[src/rtl/rmux_pipe.sv]
`default_nettype none
// ============================================================================
// Module   : rmux_pipe
// Purpose  : Data-phase-pipelined read-response multiplexer. Captures the
//            decoder's one-hot slave select when an address phase is
//            accepted and steers that slave's read data, ready and error
//            to the master during the following data phase. Non-one-hot
//            selects are answered by an internal default slave with a
//            two-cycle error. Slaves that stall too long are aborted with
//            the same two-cycle error plus a one-cycle TOUTEV pulse.
// Revision : 1.0 - initial release
// ============================================================================
module rmux_pipe #(
    parameter int NSLV = 16,   // number of slave ports (2..32)
    parameter int DW   = 39,   // read data width per slave
    parameter int TOUT = 255   // max wait cycles before abort, 0 = no abort
) (
    input  logic                 CLK,
    input  logic                 nRST,
    input  logic [NSLV*DW-1:0]   SRDT,
    input  logic [NSLV-1:0]      SRDY,
    input  logic [NSLV-1:0]      SERR,
    input  logic [NSLV-1:0]      DmRMUX,
    input  logic                 MsREQ,
    output logic [DW-1:0]        MsRDT,
    output logic                 MsRDY,
    output logic                 MsERR,
    output logic                 TOUTEV
);

    // Wait counter is wide enough to hold TOUT; at least one bit so the
    // register exists even when the timeout is disabled.
    localparam int            CW      = (TOUT < 1) ? 1 : $clog2(TOUT + 1);
    localparam int            TLIM    = (TOUT < 1) ? 0 : TOUT - 1;
    localparam logic [CW-1:0] CNT_LIM = CW'(TLIM);
    localparam logic [CW-1:0] CNT_MAX = {CW{1'b1}};
    localparam bit            TOUT_EN = (TOUT != 0);

    typedef enum logic [1:0] {
        ST_IDLE = 2'd0,
        ST_DATA = 2'd1,
        ST_ERR1 = 2'd2,
        ST_ERR2 = 2'd3
    } state_t;

    state_t            state_q;
    logic [NSLV-1:0]   sel_q;
    logic [CW-1:0]     cnt_q;
    logic              toutev_q;

    logic [DW-1:0]     sel_rdt;
    logic              sel_rdy;
    logic              sel_err;
    logic              accept;
    logic              sel_onehot;

    // One-hot AND-OR mux of the captured slave; an empty select yields zeros.
    always_comb begin
        sel_rdt = '0;
        sel_rdy = 1'b0;
        sel_err = 1'b0;
        for (int i = 0; i < NSLV; i++) begin
            if (sel_q[i]) begin
                sel_rdt = sel_rdt | SRDT[i*DW +: DW];
                sel_rdy = sel_rdy | SRDY[i];
                sel_err = sel_err | SERR[i];
            end
        end
    end

    // Master-side response decoded from the phase; DATA is a pure pass-through.
    always_comb begin
        MsRDT = '0;
        MsRDY = 1'b1;
        MsERR = 1'b0;
        case (state_q)
            ST_IDLE: begin
                MsRDT = '0;
                MsRDY = 1'b1;
                MsERR = 1'b0;
            end
            ST_DATA: begin
                MsRDT = sel_rdt;
                MsRDY = sel_rdy;
                MsERR = sel_err;
            end
            ST_ERR1: begin
                MsRDT = '0;
                MsRDY = 1'b0;
                MsERR = 1'b1;
            end
            ST_ERR2: begin
                MsRDT = '0;
                MsRDY = 1'b1;
                MsERR = 1'b1;
            end
            default: begin
                MsRDT = '0;
                MsRDY = 1'b1;
                MsERR = 1'b0;
            end
        endcase
    end

    assign TOUTEV     = toutev_q;
    assign accept     = MsREQ && MsRDY;
    // Exactly one bit set: non-zero and clearing the lowest set bit leaves zero.
    assign sel_onehot = (DmRMUX != '0) && ((DmRMUX & (DmRMUX - NSLV'(1))) == '0);

    // Phase sequencing: capture on accept, count stalls, abort on timeout.
    always_ff @(posedge CLK or negedge nRST) begin
        if (!nRST) begin
            state_q  <= ST_IDLE;
            sel_q    <= '0;
            cnt_q    <= '0;
            toutev_q <= 1'b0;
        end else begin
            toutev_q <= 1'b0;
            if (accept) begin
                // Any phase that shows MsRDY=1 can take the next address.
                sel_q   <= DmRMUX;
                cnt_q   <= '0;
                state_q <= sel_onehot ? ST_DATA : ST_ERR1;
            end else begin
                case (state_q)
                    ST_IDLE: begin
                        state_q <= ST_IDLE;
                    end
                    ST_DATA: begin
                        if (sel_rdy) begin
                            state_q <= ST_IDLE;
                            sel_q   <= '0;
                        end else if (TOUT_EN && (cnt_q == CNT_LIM)) begin
                            // Drop the select so a late answer is masked.
                            state_q  <= ST_ERR1;
                            sel_q    <= '0;
                            toutev_q <= 1'b1;
                        end else if (TOUT_EN && (cnt_q != CNT_MAX)) begin
                            cnt_q <= cnt_q + CW'(1);
                        end
                    end
                    ST_ERR1: begin
                        state_q <= ST_ERR2;
                    end
                    ST_ERR2: begin
                        state_q <= ST_IDLE;
                        sel_q   <= '0;
                    end
                    default: begin
                        state_q <= ST_IDLE;
                        sel_q   <= '0;
                    end
                endcase
            end
        end
    end

endmodule
`default_nettype wire

[config.mk]
export PLATFORM = sky130hd
export DESIGN_NAME = rmux_pipe
export DESIGN_NICKNAME = d
export VERILOG_FILES = /design/src/rtl/rmux_pipe.sv
export SDC_FILE = /design/constraint.sdc
export NUM_CORES = 1
export LEC_CHECK = 0
export ABC_AREA = 1
export CORE_AREA = 2 2 281 283
export DETAILED_ROUTE_END_ITERATION = 10
export DIE_AREA = 0 0 283 285
export GPL_ROUTABILITY_DRIVEN = 0
export GPL_TIMING_DRIVEN = 0
export PLACE_DENSITY = 0.41
export SYNTH_ARGS = -nofsm -noshare
export SYNTH_HDL_FRONTEND = slang
export SYNTH_SLANG_ARGS = --single-unit
[constraint.sdc]
create_clock -name CLK -period 5 [get_ports CLK]
set_input_delay 1.25 -clock CLK [delete_from_list [all_inputs] [get_ports CLK]]
set_output_delay 1.25 -clock CLK [all_outputs]
set_load 0.1 [all_outputs]
---- Word level (Yosys, flattened, before mapping) ----
Index checks and enable logic that the tools add are counted.
storage, ports and cells
  flip-flop bits (word level) ............. 27
  input bits .............................. 675
  output and inout port bits .............. 42
  word-level logic and storage cells ...... 142
cells by class
  add/subtract/negate cells ............... 2
  equal/unequal tests ..................... 8
  mux-type cells .......................... 69
  bitwise logic cells ..................... 46
  reduce and logical (&&, ||, !) cells .... 13
operators with widths
  kind                                                                   number
  39-bit 2-to-1 mux                                                      16
  39-bit OR                                                              15
  39-bit case mux with 2 select lines                                    1
  16-bit 2-to-1 mux                                                      3
  8-bit 2-to-1 mux                                                       5
  1-bit 2-to-1 mux                                                       36
  16-bit case mux with 2 select lines                                    1
  1-bit OR                                                               30
  16-bit bitwise AND                                                     1
  16-bit logical NOT                                                     1
  16-bit nonzero test                                                    1
  16-bit by 1-bit subtractor with 16-bit output (second input constant)  1
  8-bit by 1-bit adder with 8-bit output (second input constant)         1
  8-bit equality test (second input constant)                            1
  2-bit 2-to-1 mux                                                       4
  8-bit != test (second input constant)                                  1
  1-bit case mux with 3 select lines                                     2
  2-bit case mux with 3 select lines                                     1
  2-bit equality test (second input constant)                            2
  4-bit != test (second input constant)                                  1
  4-bit AND reduction                                                    1
  2-bit nonzero test                                                     2
  2-bit OR reduction                                                     2
  3-bit nonzero test                                                     1
  other kinds (7)                                                        8

---- Longest topological paths before layout ----
Gate-level depths: netlist of run 1.
  depth after elaboration ................. 35
  mapped depth ............................ 14

---- Worst setup path before layout of run 1 ----
No wires, ideal clock.
  path type ............................... input to output
  start ................................... input SRDT[475]
  end ..................................... output MsRDT[7]
  arrival time ............................ 3.104 ns
  setup slack ............................. 0.646 ns
  stages .................................. 3
  buffers on the path ..................... 0
  cell sequence ........................... a22o_1 > a221oi_1 > a31oi_1
on the way
  word-level cells in the longest chain between the ends .. 9
ends and longest elaborated chain
  item                                   line  source
  start, declared                        20    input logic [NSLV*DW-1:0] SRDT,
  39-bit OR *                            64    sel_rdt = sel_rdt | SRDT[i*DW +: DW];
  39-bit 2-to-1 mux *                    63    if (sel_q[i]) begin
  39-bit OR                              64
  39-bit 2-to-1 mux *                    63
  39-bit OR                              64
  39-bit 2-to-1 mux *                    63
  39-bit OR                              64
  39-bit 2-to-1 mux *                    63
  39-bit case mux with 2 select lines *  76    case (state_q)
  end, declared                          25    output logic [DW-1:0] MsRDT,
Every way passes the cells marked *; elsewhere a longest branch is shown, timed or not.

---- Worst setup path in the final report of run 1 ----
  start ................................... register sel_q[14]
  end ..................................... output MsRDT[11]
on the way
  word-level cells in the longest chain between the ends .. 4
ends and longest elaborated chain
  item                                   line  source
  start, declared                        47    logic [NSLV-1:0] sel_q;
  start signal, assigned                 121   sel_q <= DmRMUX;
  39-bit 2-to-1 mux *                    63
  39-bit OR                              64
  39-bit 2-to-1 mux *                    63
  39-bit case mux with 2 select lines *  76
Marked as above.

==> out/qor.yml, run 1 <==
status:
  status: "finished with violations"
  failed_checks: "max-capacitance violations, max-slew violations, negative setup slack"
critical_path:
  rr_worst_depth: 5
  cp_cell_sequence: "clkbuf_2 > clkbuf_1 > nand2_1 > nand2_1 > a221oi_1 > a41oi_1 > clkdlybuf4s15_1"
  crit_type: "register to primary output"
  rrSetupSlack_ns: 2.74
  crit_path_start_kind: "register"
  worst_path_largest_cell_delay_ns: 0.89
  r2r-start: "sel_q[8]"
  critPathSlowestCell: "clkdlybuf4s15_1"
  cpMostUsedCell: "nand2_1"
  end_kind: "primary output"
  reg2reg_to: "sel_q[8]"
  cp.required_ns: 3.75
  critPathMaxFanout: 10
  cp.arrival_ns: 3.79
synth:
  synthMuxAreaShare_pct: 0
  ys_types: 40
  yosysMostFrequentCell: "nand2_1"
  synth_top_family_by_area: "simple AND/OR/NAND/NOR gates"
  synth_area_sq_mm: 0.00591
  synthSimpleGateAreaFrac_pct: 45.1
  synth-seq-cells: 27
  synth_compound_area_share_pct: 32.0
  ys.flop_type: "dfrtp_1"
  synth_edf_count: 0
  yosysTopAreaCell: "nand2_1"
  synth_warnings: 0
  synth.avg_cell_area_sq_um: 5.62
  ys_top_cells_by_count: "nand2_1, a221oi_1, clkbuf_1, nor2_1, nand3_1"
  synth_fa_ha_area_share_pct: 1.48
  ys_seq_area_share_pct: 11.4
  netlist.area_leader.share_pct: 35.5
  synth_cells: 1052
  async_reset_ff_share_pct: 100
  synth_area_leaders: "nand2_1, a221oi_1, dfrtp_1"
  synthXorXnorAreaFrac_pct: 0.889
  syn_nets: 1734
clock_tree:
  cts-htree-levels: 1
  clock-sinks: 27
  clockRootBuffer: "clkbuf_16"
  clk_pin_slew_ns: 0.07
  cts.repair.resized: 37
  cts_tree: "built"
  cts_buffer_depth: 2
  postCtsSetupBuffers: 0
  cts_buffers: 3
  hold_buffers: 0
  insertion_delay_ns: 0.26
floorplanning:
  coreArea_sq_mm: 0.0780
  io_pins: 717
  die_w_microns: 283
  die_h_microns: 285
  start_util_pct: 7.59
  rows: 103
  dieArea_sq_mm: 0.0807
sta:
  layout_worst_path_cycle_share_pct: 101
  slew_headroom_pct: -2.47
  slew_viol_final: 11
  grt_setup_unrepaired: "no"
  setup_violations: 1
  hold_ws_ns: 0.556
  tightest_slew_ns: 1.54
  fmax_mhz: 199
  hold_viol: 0
  clock_skew_ns: 0.00329
  finalCriticalPeriod_ns: 5.04
  setup_slack_ns: -0.0362
route:
  route.met2.wl_microns: 44000
  wl_met1_microns: 42500
  first_pass_iters: 5
  drt_iter0_markers: 1054
  routedWlPerCell_microns: 35.2
  via_per_inst: 4.24
  drcViolationCount: 0
  num_vias: 12002
  dr_wl_met3_microns: 10700
  route.antenna.remaining_nets: 0
  postRouteWirelength_microns: 99500
  dr.max_layer_used: "met5"
global_routing:
  grt_remaining_overflow: 0
  grt_antenna_before_repair: 55
  grt_pass1_vias: 12099
  grt_pass1_wl_microns: 124000
  grt_max_degree: 28
  grtUsageTotal_pct: 23.5
power:
  p_clk_share_pct: 2.8
  irDropWorstVdd_v: 0.000174
  p_int_w: 0.00201
  p_sw_w: 0.00484
  power_frac_seq_pct: 4.5
  p_leak_nw: 6.00
  power.density_mw_per_mm2: 471
  swShare_pct: 70.7
  power_frac_comb_pct: 92.7
final_layout:
  fin_area_sq_mm: 0.0146
  nets: 2455
  stdcell_count: 2828
  area_growth_pct: 146
  nFillCells: 8917
  final_core_util_pct: 18.7
  layout-drive-gt1-share_pct: 5.02
place:
  post-place-cells: 2819
  portBuffers: 716
  dpl_cell_area_sq_mm: 0.0144
  hpwl_microns: 81500
worst_hold_path:
  min_path_type: "register to register"
  hp-start: "state_q[1]"
  whs_path_depth: 2
  hold_end: "state_q[1]"
job:
  maxCapViolCount: 1
==> registers in the layout, summed over array words and instances, names as in the netlist <==
| register | cells |
|---|---|
| TOUTEV | 1 |
| cnt_q | 8 |
| sel_q | 16 |
| state_q | 2 |
==> how the worst max path moves through the flow <==
stage,from,endpoint,slack (ns),cells past startpoint
detailed placement,SRDT[587],MsRDT[2],-0.53,6
global route,sel_q[4],MsRDT[26],0.001,7
finish,sel_q[14],MsRDT[11],-0.04,7
global placement,sel_q[9],MsRDT[7],-0.68,6
CTS,sel_q[8],MsRDT[28],0.006,6
floorplan,SRDT[475],MsRDT[7],0.65,3
==> cell type report <==
cell class	instances	area (sq um)	area share, %
timing repair buffer	717	7160	49.2
clock inverter	1	7.51	0.0516
antenna	6	15.0	0.103
clock buffer	3	75.1	0.516
buffer	89	487	3.34
tap	1050	1310	9.02
sequential	27	676	4.64
multi-input combinational	907	4720	32.4
inverter	28	108	0.739
==> through the flow <==
step	setup WS [ns]	total power [W]	TNS, ns
after CTS	0.00561	0.00686	0
after global placement	-0.681	0.00667	-6.73
after detailed placement	-0.532	0.00670	-1.78
final	-0.0362	0.00685	-0.0362
after global routing	0.00126	0.00708	0
after floorplan	0.646	0.00340	0
==> kinds of logic (layout without fill, tap and decap cells) <==
kind of cell / count (synthesis) / after routing
flops: 27 / 27
buf+inv: 118 / 838
fa+ha+maj: 7 / 7
compound gates: 221 / 221
other cells: 0 / 6
xor+xnor: 6 / 6
simple gates: 673 / 673
==> per-layer routing <==
| metal | global-route usage [%] | vias to the layer above |
|---|---|---|
| li1 | - | 5188 |
| met1 | 30.1 | 5769 |
| met2 | 38.0 | 850 |
| met3 | 9.06 | 155 |
| met4 | 3.46 | 40 |
| met5 | 0 | - |
==> worst max-delay path: cells and delay by family, from the launching register on <==
kind                   cells  cell delay (ns)
DFF                        1             0.33
AOI/OAI and AO/OA          2             0.43
and+or+nand+nor            2             0.72
buffers and inverters      3             2.01
==> layout by cell type (no fill, tap or decap), drive strengths merged <==
master,instances
a21boi,1
a21oi,5
a221oi,139
a22o,21
a31oi,5
a41oi,33
and3,1
buf,32
clkbuf,60
clkdlybuf4s15,4
clkdlybuf4s50,689
clkinvlp,1
dfrtp,27
diode,6
dlygate4sd2,19
dlymetal6s2s,5
ha,7
inv,28
nand2,561
nand3,40
nand3b,4
nand4,11
nor2,49
nor3,4
nor4,3
o211ai,1
o21ai,13
o21bai,1
o311ai,1
o31ai,1
xnor2,2
xor2,4
==> power by group through the flow <==
stage | clock network [W] | logic (W) | registers [W]
2_1_floorplan | 0 | 0.00309 | 0.000306
3_3_place_gp | 0 | 0.00636 | 0.000310
3_5_place_dp | 0 | 0.00638 | 0.000311
4_1_cts | 0.000194 | 0.00635 | 0.000307
5_1_grt | 0.000203 | 0.00656 | 0.000316
6_report | 0.000189 | 0.00635 | 0.000308
(Power assumes the default switching activity.)
==> inputs of run 2 (changes only) <==
clock period = 4.56 ns   (was 5 ns; I/O delays follow)
==> run 2 against run 1 <==
Net effect:
- the flow finishes with violations (negative setup slack)
- critical path depth is 1 lower
- setup slack worse by 0.023 ns
- non-clock buffer count is 1 higher
- first-iteration DRC count up 10%
- register-to-register slack got worse by 0.32 ns
- worst hold slack better by 0.0075 ns
- critical path type is now input port to primary output
- critical endpoint is now MsRDT[3]
- largest power group unchanged
==> out/qor.yml, run 2 (synthesis gave the netlist of run 1 again) <==
status:
  status: "finished with violations"
  failed_checks: "negative setup slack"
worst_hold_path:
  hp-start: "state_q[1]"
  min_path_type: "register to register"
  whs_path_depth: 2  # unchanged
  hold_end: "state_q[1]"
sta:
  tightest_slew_ns: 1.24  # -0.298 ns
  finalCriticalPeriod_ns: 4.62
  slew_headroom_pct: 17.4  # +20 points
  clock_skew_ns: 0.00380  # +0.000510 ns
  hold_viol: 0  # unchanged
  setup_violations: 1  # unchanged
  grt_setup_unrepaired: "no"
  layout_worst_path_cycle_share_pct: 101
  hold_ws_ns: 0.564  # +0.00752 ns
  slew_viol_final: 0  # -11
  setup_slack_ns: -0.0591  # -0.0229 ns
  fmax_mhz: 216
global_routing:
  grt_antenna_before_repair: 55  # unchanged
  grt_max_degree: 28  # unchanged
  grt_pass1_wl_microns: 124000  # about the same
  grtUsageTotal_pct: 23.5  # about the same
  grt_remaining_overflow: 0  # unchanged
  grt_pass1_vias: 12096  # -0.025%
critical_path:
  r2r-start: "sel_q[9]"
  rrSetupSlack_ns: 2.42  # -0.32 ns
  crit_type: "input port to primary output"
  critPathSlowestCell: "a221oi_1"
  cp.arrival_ns: 3.48  # -0.31 ns
  rr_worst_depth: 5  # unchanged
  critPathMaxFanout: 1  # -9
  cpMostUsedCell: "nand2_1"
  worst_path_largest_cell_delay_ns: 0.79  # -0.10 ns
  cp.required_ns: 3.42  # -0.33 ns
  crit_path_start_kind: "input port"
  reg2reg_to: "sel_q[9]"
  cp_cell_sequence: "clkdlybuf4s50_1 > nand2_1 > nand2_1 > a221oi_1 > a41oi_1 > dlygate4sd2_1"
  end_kind: "primary output"
power:
  power.density_mw_per_mm2: 513  # +9.0%
  irDropWorstVdd_v: 0.000188  # +7.9%
  p_leak_nw: 6.03  # +0.53%
place:
  hpwl_microns: 81500  # unchanged
  dpl_cell_area_sq_mm: 0.0144  # unchanged
  portBuffers: 716  # unchanged
  post-place-cells: 2819  # unchanged
floorplanning:
  die_h_microns: 285  # unchanged
  dieArea_sq_mm: 0.0807  # unchanged
  die_w_microns: 283  # unchanged
  start_util_pct: 7.59  # unchanged
  rows: 103  # unchanged
  coreArea_sq_mm: 0.0780  # unchanged
  io_pins: 717  # unchanged
clock_tree:
  clockRootBuffer: "clkbuf_16"
  insertion_delay_ns: 0.26  # about the same
  cts-htree-levels: 1  # unchanged
  cts_buffer_depth: 2  # unchanged
  clk_pin_slew_ns: 0.07  # about the same
  cts_tree: "built"
  cts_buffers: 3  # unchanged
  clock-sinks: 27  # unchanged
final_layout:
  most-common-layout-cells: "clkdlybuf4s50_1, nand2_1, a221oi_1"
  layout-drive-gt1-share_pct: 6.88  # +1.9 points
  area_growth_pct: 147
  top_register: "sel_q"
  nets: 2456  # +0.041%
  stdcell_count: 2834  # +0.21%
  final_core_util_pct: 18.7  # +0.051 points
  fin_area_sq_mm: 0.0146  # +0.27%
  layout_commonest_cell: "clkdlybuf4s50_1"
  reg.largest.list: "sel_q: 16 flops, cnt_q: 8 flops, state_q: 2 flops"
  largest_register_ffs: 16  # unchanged
route:
  drt_iter0_markers: 1160  # +10%
  postRouteWirelength_microns: 99500  # about the same
  via_per_inst: 4.25  # about the same
  num_vias: 12031  # +0.24%
  route.antenna.remaining_nets: 0  # unchanged
  first_pass_iters: 5  # unchanged
  drcViolationCount: 0  # unchanged
  routedWlPerCell_microns: 35.1  # -0.19%
job:
  maxCapViolCount: 0  # -1
## run 2: changes by cell type in the layout (fill, tap and decap cells not counted)
cell | previous run | this run
a221oi_2 | 3 | 4
a221oi_1 | 136 | 135
dlygate4sd2_1 | 19 | 17
diode_2 | 6 | 11
clkbuf_1 | 19 | 10
clkbuf_2 | 35 | 50
buf_1 | 1 | 0
clkdlybuf4s15_2 | 0 | 17
clkdlybuf4s15_1 | 4 | 0
clkdlybuf4s50_1 | 689 | 674
## run 2: how the worst max path moves through the flow
stage	cells past startpoint	start	slack [ns]	endpoint
floorplan	3	SRDT[475]	0.43	MsRDT[7]
global placement	6	sel_q[9]	-1.01	MsRDT[7]
detailed placement	6	SRDT[587]	-0.75	MsRDT[2]
CTS	6	sel_q[8]	0.0004	MsRDT[4]
global route	7	sel_q[11]	0.01	MsRDT[3]
finish	6	SRDT[432]	-0.06	MsRDT[3]
## run 2: through the flow
| stage | worst slack, ns | total power, W | setup TNS (ns) |
|---|---|---|---|
| floorplan | 0.426 | 0.00373 | 0 |
| global placement | -1.01 | 0.00732 | -18.40 |
| detailed placement | -0.752 | 0.00734 | -9.43 |
| CTS | 0.000382 | 0.00751 | 0 |
| global route | 0.0109 | 0.00775 | 0 |
| finish | -0.0591 | 0.00749 | -0.0591 |
## run 2: repair_timing
item | in CTS | in global routing
hold buffers | 0 | 0
pin swaps | 0 | 0
resized for setup | 100 | 10
buffers inserted | 0 | 0
setup endpoints to repair | 40 | 8
## run 2: worst max-delay path: cells and delay by family
family          cells  cell delay, ns
simple gates        2            0.26
compound gates      2            1.01
buf+inv             2            1.07
## run 2: layout make-up
cell class,instances,area [sq um]
clock buffer,3,75.1
clock inverter,1,7.51
inverter,28,108
tap,1050,1310
timing repair buffer,717,7180
buffer,90,489
fill,8913,63400
antenna,11,27.5
multi-input combinational,907,4730
sequential,27,676
## run 2: routing by layer
metal	vias to the layer above	share of wire (%)	routed length, microns	global-route usage (%)
met3	160	12	11500	9.06
met5	-	0.24	238	0
li1	5202	-	-	-
met1	5707	42	41700	30.1
met4	40	2.0	1970	3.46
met2	922	44	44100	38.0
## run 2: where the power goes
part / switching (W) / internal [W] / leakage, nW / total, W
registers: 0.0000288 / 0.000309 / 0.356 / 0.000338
logic: 0.00519 / 0.00176 / 5.64 / 0.00694
clock network: 0.0000865 / 0.000119 / 0.0372 / 0.000206
==> inputs of run 3 (changes only) <==
CTS_CLUSTER_DIAMETER = 200   (was default)
==> results of run 3 <==
Final layout, timing and power as in run 2 (identical DEF).
